$ cat config.mk
export PLATFORM = sky130hd
export DESIGN_NAME = uart_tx_flat
export DESIGN_NICKNAME = d
export VERILOG_FILES = /design/src/rtl/uart_tx_if.sv /design/src/rtl/uart_tx.sv /design/src/flat_wrapper.sv
export SDC_FILE = /design/constraint.sdc
export NUM_CORES = 1
export LEC_CHECK = 0
export BUFFER_PORTS_ARGS = -buffer_cell sky130_fd_sc_hd__buf_2
export CAP_MARGIN = 20
export CORE_MARGIN = 2
export CORE_UTILIZATION = 25
export CTS_BUF_LIST = sky130_fd_sc_hd__clkbuf_8
export CTS_CLUSTER_SIZE = 25
export DETAILED_ROUTE_END_ITERATION = 10
export GPL_ROUTABILITY_DRIVEN = 1
export GPL_TIMING_DRIVEN = 0
export PLACE_DENSITY = 0.41
export SYNTH_ARGS = -nofsm -noshare
export SYNTH_HDL_FRONTEND = slang
export SYNTH_SLANG_ARGS = --single-unit
$ cat constraint.sdc
create_clock -name clk -period 2.1 [get_ports clk]
set_input_delay 0.21 -clock clk [delete_from_list [all_inputs] [get_ports clk]]
set_output_delay 0.21 -clock clk [all_outputs]
set_load 0.1 [all_outputs]
$ cat src/rtl/uart_tx_if.sv
// Word handshake into the UART transmitter: source drives tx_data/tx_valid, transmitter returns tx_ready.
// Transfer on tx_valid && tx_ready at a clock edge; the source holds the word while tx_ready is low.
interface uart_tx_if #(
    parameter int DATA_WIDTH = 8
) ();
    logic [DATA_WIDTH-1:0] tx_data;
    logic                  tx_valid;
    logic                  tx_ready;

    modport master (output tx_data, output tx_valid, input tx_ready);
    modport slave  (input tx_data, input tx_valid, output tx_ready);
endinterface

$ cat src/rtl/uart_tx.sv
// UART transmitter: start, DATA_WIDTH bits LSB first, optional parity, STOP_BITS stops; tx is a flop, start bit 1 cycle after accept.
// Backpressure: tx_ready only in IDLE, so a word offered mid-frame stays pending until the frame completes.
module uart_tx #(
    parameter int SYS_CLK_FREQ = 1000000,
    parameter int BAUD_RATE    = 9600,
    parameter int DATA_WIDTH   = 8,
    parameter int PARITY       = 0,
    parameter int STOP_BITS    = 1
) (
    input  logic      clk,
    input  logic      sreset_n,
    uart_tx_if.slave  s_if,
    output logic      tx,
    output logic      busy,
    output logic      frame_done
);
    localparam int CLKS_PER_BIT = SYS_CLK_FREQ / BAUD_RATE;
    localparam int BAUD_W       = (CLKS_PER_BIT > 1) ? $clog2(CLKS_PER_BIT) : 1;
    localparam int BIT_W        = $clog2(DATA_WIDTH + 1);

    localparam logic [BAUD_W-1:0] BAUD_LAST = BAUD_W'(CLKS_PER_BIT - 1);
    localparam logic [BIT_W-1:0]  DATA_LAST = BIT_W'(DATA_WIDTH - 1);
    localparam logic [BIT_W-1:0]  STOP_LAST = BIT_W'(STOP_BITS - 1);

    typedef enum logic [2:0] {
        S_IDLE,
        S_START,
        S_DATA,
        S_PARITY,
        S_STOP
    } state_t;

    state_t                  state_q, state_d;
    logic [BAUD_W-1:0]       baud_q, baud_d;
    logic [BIT_W-1:0]        bit_q, bit_d;
    logic [DATA_WIDTH-1:0]   shift_q, shift_d;
    logic                    par_q, par_d;
    logic                    tx_q, tx_d;
    logic                    busy_q, busy_d;
    logic                    done_q, done_d;
    logic                    baud_end;

    assign baud_end = (baud_q == BAUD_LAST);

    always_comb begin
        state_d = state_q;
        baud_d  = baud_q;
        bit_d   = bit_q;
        shift_d = shift_q;
        par_d   = par_q;
        done_d  = 1'b0;

        if (state_q != S_IDLE) begin
            baud_d = baud_end ? '0 : baud_q + BAUD_W'(1);
        end

        case (state_q)
            S_IDLE: begin
                baud_d = '0;
                bit_d  = '0;
                if (s_if.tx_valid) begin
                    shift_d = s_if.tx_data;
                    par_d   = (PARITY == 2) ? ~^s_if.tx_data : ^s_if.tx_data;
                    state_d = S_START;
                end
            end
            S_START: begin
                if (baud_end) begin
                    bit_d   = '0;
                    state_d = S_DATA;
                end
            end
            S_DATA: begin
                if (baud_end) begin
                    shift_d = shift_q >> 1;
                    if (bit_q == DATA_LAST) begin
                        // bit counter is reused to count stop bits
                        bit_d   = '0;
                        state_d = (PARITY != 0) ? S_PARITY : S_STOP;
                    end else begin
                        bit_d = bit_q + BIT_W'(1);
                    end
                end
            end
            S_PARITY: begin
                if (baud_end) begin
                    bit_d   = '0;
                    state_d = S_STOP;
                end
            end
            S_STOP: begin
                if (baud_end) begin
                    if (bit_q == STOP_LAST) begin
                        bit_d   = '0;
                        done_d  = 1'b1;
                        state_d = S_IDLE;
                    end else begin
                        bit_d = bit_q + BIT_W'(1);
                    end
                end
            end
            default: state_d = S_IDLE;
        endcase

        // Line level follows the state being entered so tx changes on the same edge as the state
        case (state_d)
            S_START:  tx_d = 1'b0;
            S_DATA:   tx_d = shift_d[0];
            S_PARITY: tx_d = par_d;
            default:  tx_d = 1'b1;
        endcase
        busy_d = (state_d != S_IDLE);
    end

    always_ff @(posedge clk) begin
        if (!sreset_n) begin
            state_q <= S_IDLE;
            baud_q  <= '0;
            bit_q   <= '0;
            shift_q <= '0;
            par_q   <= 1'b0;
            tx_q    <= 1'b1;
            busy_q  <= 1'b0;
            done_q  <= 1'b0;
        end else begin
            state_q <= state_d;
            baud_q  <= baud_d;
            bit_q   <= bit_d;
            shift_q <= shift_d;
            par_q   <= par_d;
            tx_q    <= tx_d;
            busy_q  <= busy_d;
            done_q  <= done_d;
        end
    end

    assign s_if.tx_ready = (state_q == S_IDLE);
    assign tx            = tx_q;
    assign busy          = busy_q;
    assign frame_done    = done_q;
endmodule

$ cat src/flat_wrapper.sv
// flat-port wrapper written by rule: the top's interface ports become plain ports
module uart_tx_flat 
#(
    parameter int SYS_CLK_FREQ = 1000000,
    parameter int BAUD_RATE    = 9600,
    parameter int DATA_WIDTH   = 8,
    parameter int PARITY       = 0,
    parameter int STOP_BITS    = 1
)
  (clk, sreset_n, tx, busy, frame_done, s_if_tx_data, s_if_tx_valid, s_if_tx_ready);
  uart_tx_if #(.DATA_WIDTH(DATA_WIDTH)) s_if_i ();
  input  logic clk;
  input  logic sreset_n;
  output logic tx;
  output logic busy;
  output logic frame_done;
  input wire logic [$bits(s_if_i.tx_data)-1:0] s_if_tx_data;
  input wire logic [$bits(s_if_i.tx_valid)-1:0] s_if_tx_valid;
  output wire logic [$bits(s_if_i.tx_ready)-1:0] s_if_tx_ready;
  assign s_if_i.tx_data = s_if_tx_data;
  assign s_if_i.tx_valid = s_if_tx_valid;
  assign s_if_tx_ready = s_if_i.tx_ready;
  uart_tx #(.SYS_CLK_FREQ(SYS_CLK_FREQ), .BAUD_RATE(BAUD_RATE), .DATA_WIDTH(DATA_WIDTH), .PARITY(PARITY), .STOP_BITS(STOP_BITS)) u_core (.clk(clk), .sreset_n(sreset_n), .s_if(s_if_i), .tx(tx), .busy(busy), .frame_done(frame_done));
endmodule
==> reports/metrics.csv <==
stage,metric,value,unit
cts,clock_latency,0.27,ns
drt,drt_pass1_iterations,4,
finish,layout.nets,180,
drt,vias_per_cell,4.523,
worst_setup_path,rrSetupSlack,0.11,ns
worst_setup_path,max_stage_delay,0.41,ns
timing,finalClockSkew,0.002630,ns
timing,post-route-period-util,0.9494,
global_routing,grt_util_met3,0.02381,
finish,num-fill-cells,544,
global_routing,grt_use_met2,0.1633,
pwr,power.density,698.0,nW/µm²
timing,finalSetupTns,0,ns
timing,setup_viol,0,
synth,synth_edf_count,0,
synth,synthDistinctLibCells,38,
timing,tightest_slew,0.4864,ns
timing,holdWs,0.1923,ns
synth,synthCells,146,
drt,wire_per_inst,11.45,µm
drt,num_vias,1063,
worst_setup_path,crit_path_start_kind,flop,
global_routing,grtUsageTotal,0.1026,
pwr,power_leakage,0.0005618,µW
timing,hold_viol,0,
worst_setup_path,reg2reg_depth,5,
cts,clkTransAtPathRegs,0.09,ns
finish,diodes,0,
timing,maxSlewHeadroom,0.6758,
worst_setup_path,r2r_end,u_core.busy,
synth,ys_seq_area_frac,0.4070,
worst_setup_path,slowest_stage,or3b_1,
worst_setup_path,worstSetupPathType,flop to flop,
pwr,peakVddDrop,0.2825,mV
place,dpl.hpwl,2042,µm
global_routing,grtUsageMet1,0.1337,
global_routing,grt_max_degree,16,
worst_setup_path,worstPathArrival,2.16,ns
worst_hold_path,whs_endpoint,u_core.shift_q[7],
synth,synth_area,1279,µm²
drt,wirelength,2691,µm
place,io_buffers,14,
synth,synth_seq_cells,26,
global_routing,gr-max-usage-layer,met2,
worst_hold_path,hp-start,s_if_tx_data[7],
floorplanning,dieArea,5703,µm²
timing,rsz0062_at_grt,no,
synth,syn_nets,160,
worst_setup_path,end_kind,flop,
synth,ys.flop_type,dfxtp_1,
cts,cts.sinks,26,
global_routing,grt_pass1_wl,4485,µm
cts,numCtsBuffers,3,
finish,drive_gt1_frac,0.2242,
timing,fmax,501.6,MHz
drt,drc,0,
worst_setup_path,crit_top_cell,or3b_1,
floorplanning,fp.dieW,75.52,µm
global_routing,grt_overflow_total,0,
cts,h-tree-depth,1,
cts,cts_tree,done,
floorplanning,io_pins,15,
worst_setup_path,path_cells,or3b_1 -> buf_6 -> or3_1 -> a32o_1 -> or3b_1,
finish,area_growth,22.11,%
worst_hold_path,hp-class,primary input to flop,
worst_setup_path,worst_r2r_startpoint,u_core.baud_q[3],
worst_setup_path,crit_fanout,7,
timing,period_needed,1.994,ns
place,gp_congestion,0.8560,
drt,drt_first_iter_violations,58,
floorplanning,fp.dieH,75.52,µm
job,maxCapViolCount,0,
synth,synth_async_sr_flop_share,0,
floorplanning,core_area,5010,µm²
drt,ant_nets,0,
global_routing,antenna_found_initial,0,
synth,syn_area_per_cell,8.758,µm²
synth,synth-warning-count,0,
status,status,completed,
worst_setup_path,cp.required,2.27,ns
floorplanning,fp-row-count,26,
worst_hold_path,holdPathStages,3,
cts,clock_path_buffers,2,
timing,slew_viol_final,0,
floorplanning,start_util,0.2552,
global_routing,grt_pass1_vias,1028,
cts,cts_root_buffer,clkbuf_8,
[synth_stat cells (all sizes together) (2+ instances only)]
master,count,share of area
o21ai,4,0.016
and3,2,0.0098
nand3,5,0.020
xnor2,9,0.062
nand2b,2,0.0098
nor2b,3,0.015
nor2,15,0.050
and2,2,0.011
nand2,10,0.029
inv,8,0.023
or2,2,0.0098
nand3b,2,0.012
ha,3,0.029
xor2,2,0.014
nor3,4,0.016
a211oi,2,0.012
dfxtp,26,0.41
a2bb2oi,2,0.014
a22oi,7,0.041
nor3b,2,0.012
or3,3,0.015
clkbuf,3,0.0088
or3b,3,0.021
a21oi,14,0.055
[worst max-delay path, delay by kind of cell, from the launching register on]
kind                   cells  cell delay, ns
buffers and inverters      1            0.15
DFF                        1            0.37
AOI/OAI and AO/OA          1            0.24
and+or+nand+nor            3            1.13
[cell families (layout without fill, tap and decap cells)]
| logic type | Yosys count | count (layout) | share of synthesized area |
|---|---|---|---|
| AND/OR/NAND/NOR | 59 | 59 | 0.2681 |
| AO/OA/AOI/OAI | 35 | 35 | 0.1791 |
| flip-flops | 26 | 26 | 0.4070 |
| buffers and inverters | 12 | 31 | 0.04110 |
| XOR/XNOR | 11 | 11 | 0.07535 |
| adder cells (fa/ha/maj) | 3 | 3 | 0.02936 |
[placed cells by master, fill, tap and decap left out, drive strengths merged, types with 3 or more instances in the layout]
cell type   n
o21ai       4
a21oi      14
nand3       5
dfxtp      26
a22oi       7
or3b        3
nor3        4
nor2       15
xnor2       9
ha          3
or3         3
nand2      10
nor2b       3
inv         8
buf        16
clkbuf      6
[registers in the layout, indices dropped and copies added, names as in the netlist]
name / count
u_core.shift_q: 8
u_core.bit_q: 4
u_core.busy: 1
u_core.baud_q: 7
u_core.tx: 1
u_core.frame_done: 1
u_core.par_q: 1
u_core.state_q: 3
[stage by stage]
step / cells / total power (µW) / util / setup slack [ns] / area, µm²
floorplan: 146 / 644.5 / - / -0.1001 / 1306
global placement: 230 / 680.0 / 0.2922 / -0.1921 / 1464
detailed placement: 230 / 681.4 / 0.2922 / -0.2115 / 1464
CTS: 235 / 1106 / 0.3089 / 0.02432 / 1548
global route: 235 / 1139 / 0.3117 / 0.0001332 / 1562
finish: 235 / 1090 / 0.3117 / 0.1063 / 1562
[metal layers]
layer | up-vias | share of wire
met3 | 4 | 0.035
met2 | 15 | 0.46
met4 | 0 | 0.013
li1 | 553 | -
met5 | - | 0
met1 | 491 | 0.49
[cell type report]
| type | instances | area, µm² | area share |
|---|---|---|---|
| multi-input combinational | 108 | 735.7 | 0.4712 |
| sequential | 26 | 523.0 | 0.3349 |
| tap | 70 | 87.58 | 0.05609 |
| timing repair buffer | 15 | 77.57 | 0.04968 |
| clock buffer | 3 | 41.29 | 0.02644 |
| buffer | 4 | 36.28 | 0.02324 |
| clock inverter | 1 | 30.03 | 0.01923 |
| inverter | 8 | 30.03 | 0.01923 |
[report_power, final]
part	leakage [µW]	internal, µW	switching, µW
combinational	0.000313	52.7	94.2
sequential	0.000213	511	10.4
clock	0.0000357	255	166
[worst max path at each step]
stage                      start  slack (ns)           to
6_report        u_core.baud_q[3]        0.11  u_core.busy
5_1_grt         u_core.baud_q[3]      0.0001  u_core.busy
4_1_cts          u_core.bit_q[0]        0.02  u_core.busy
3_5_place_dp    u_core.baud_q[0]       -0.21    u_core.tx
3_3_place_gp    u_core.baud_q[0]       -0.19    u_core.tx
2_1_floorplan  u_core.state_q[2]       -0.10    u_core.tx
[what timing repair did]
action	in CTS	in global routing
endpoints found under the setup margin	3	2
pin swaps	1	0
hold buffers	0	0
gates resized for setup	1	6
buffers inserted	1	0
Power figures use the tool's default switching activity.
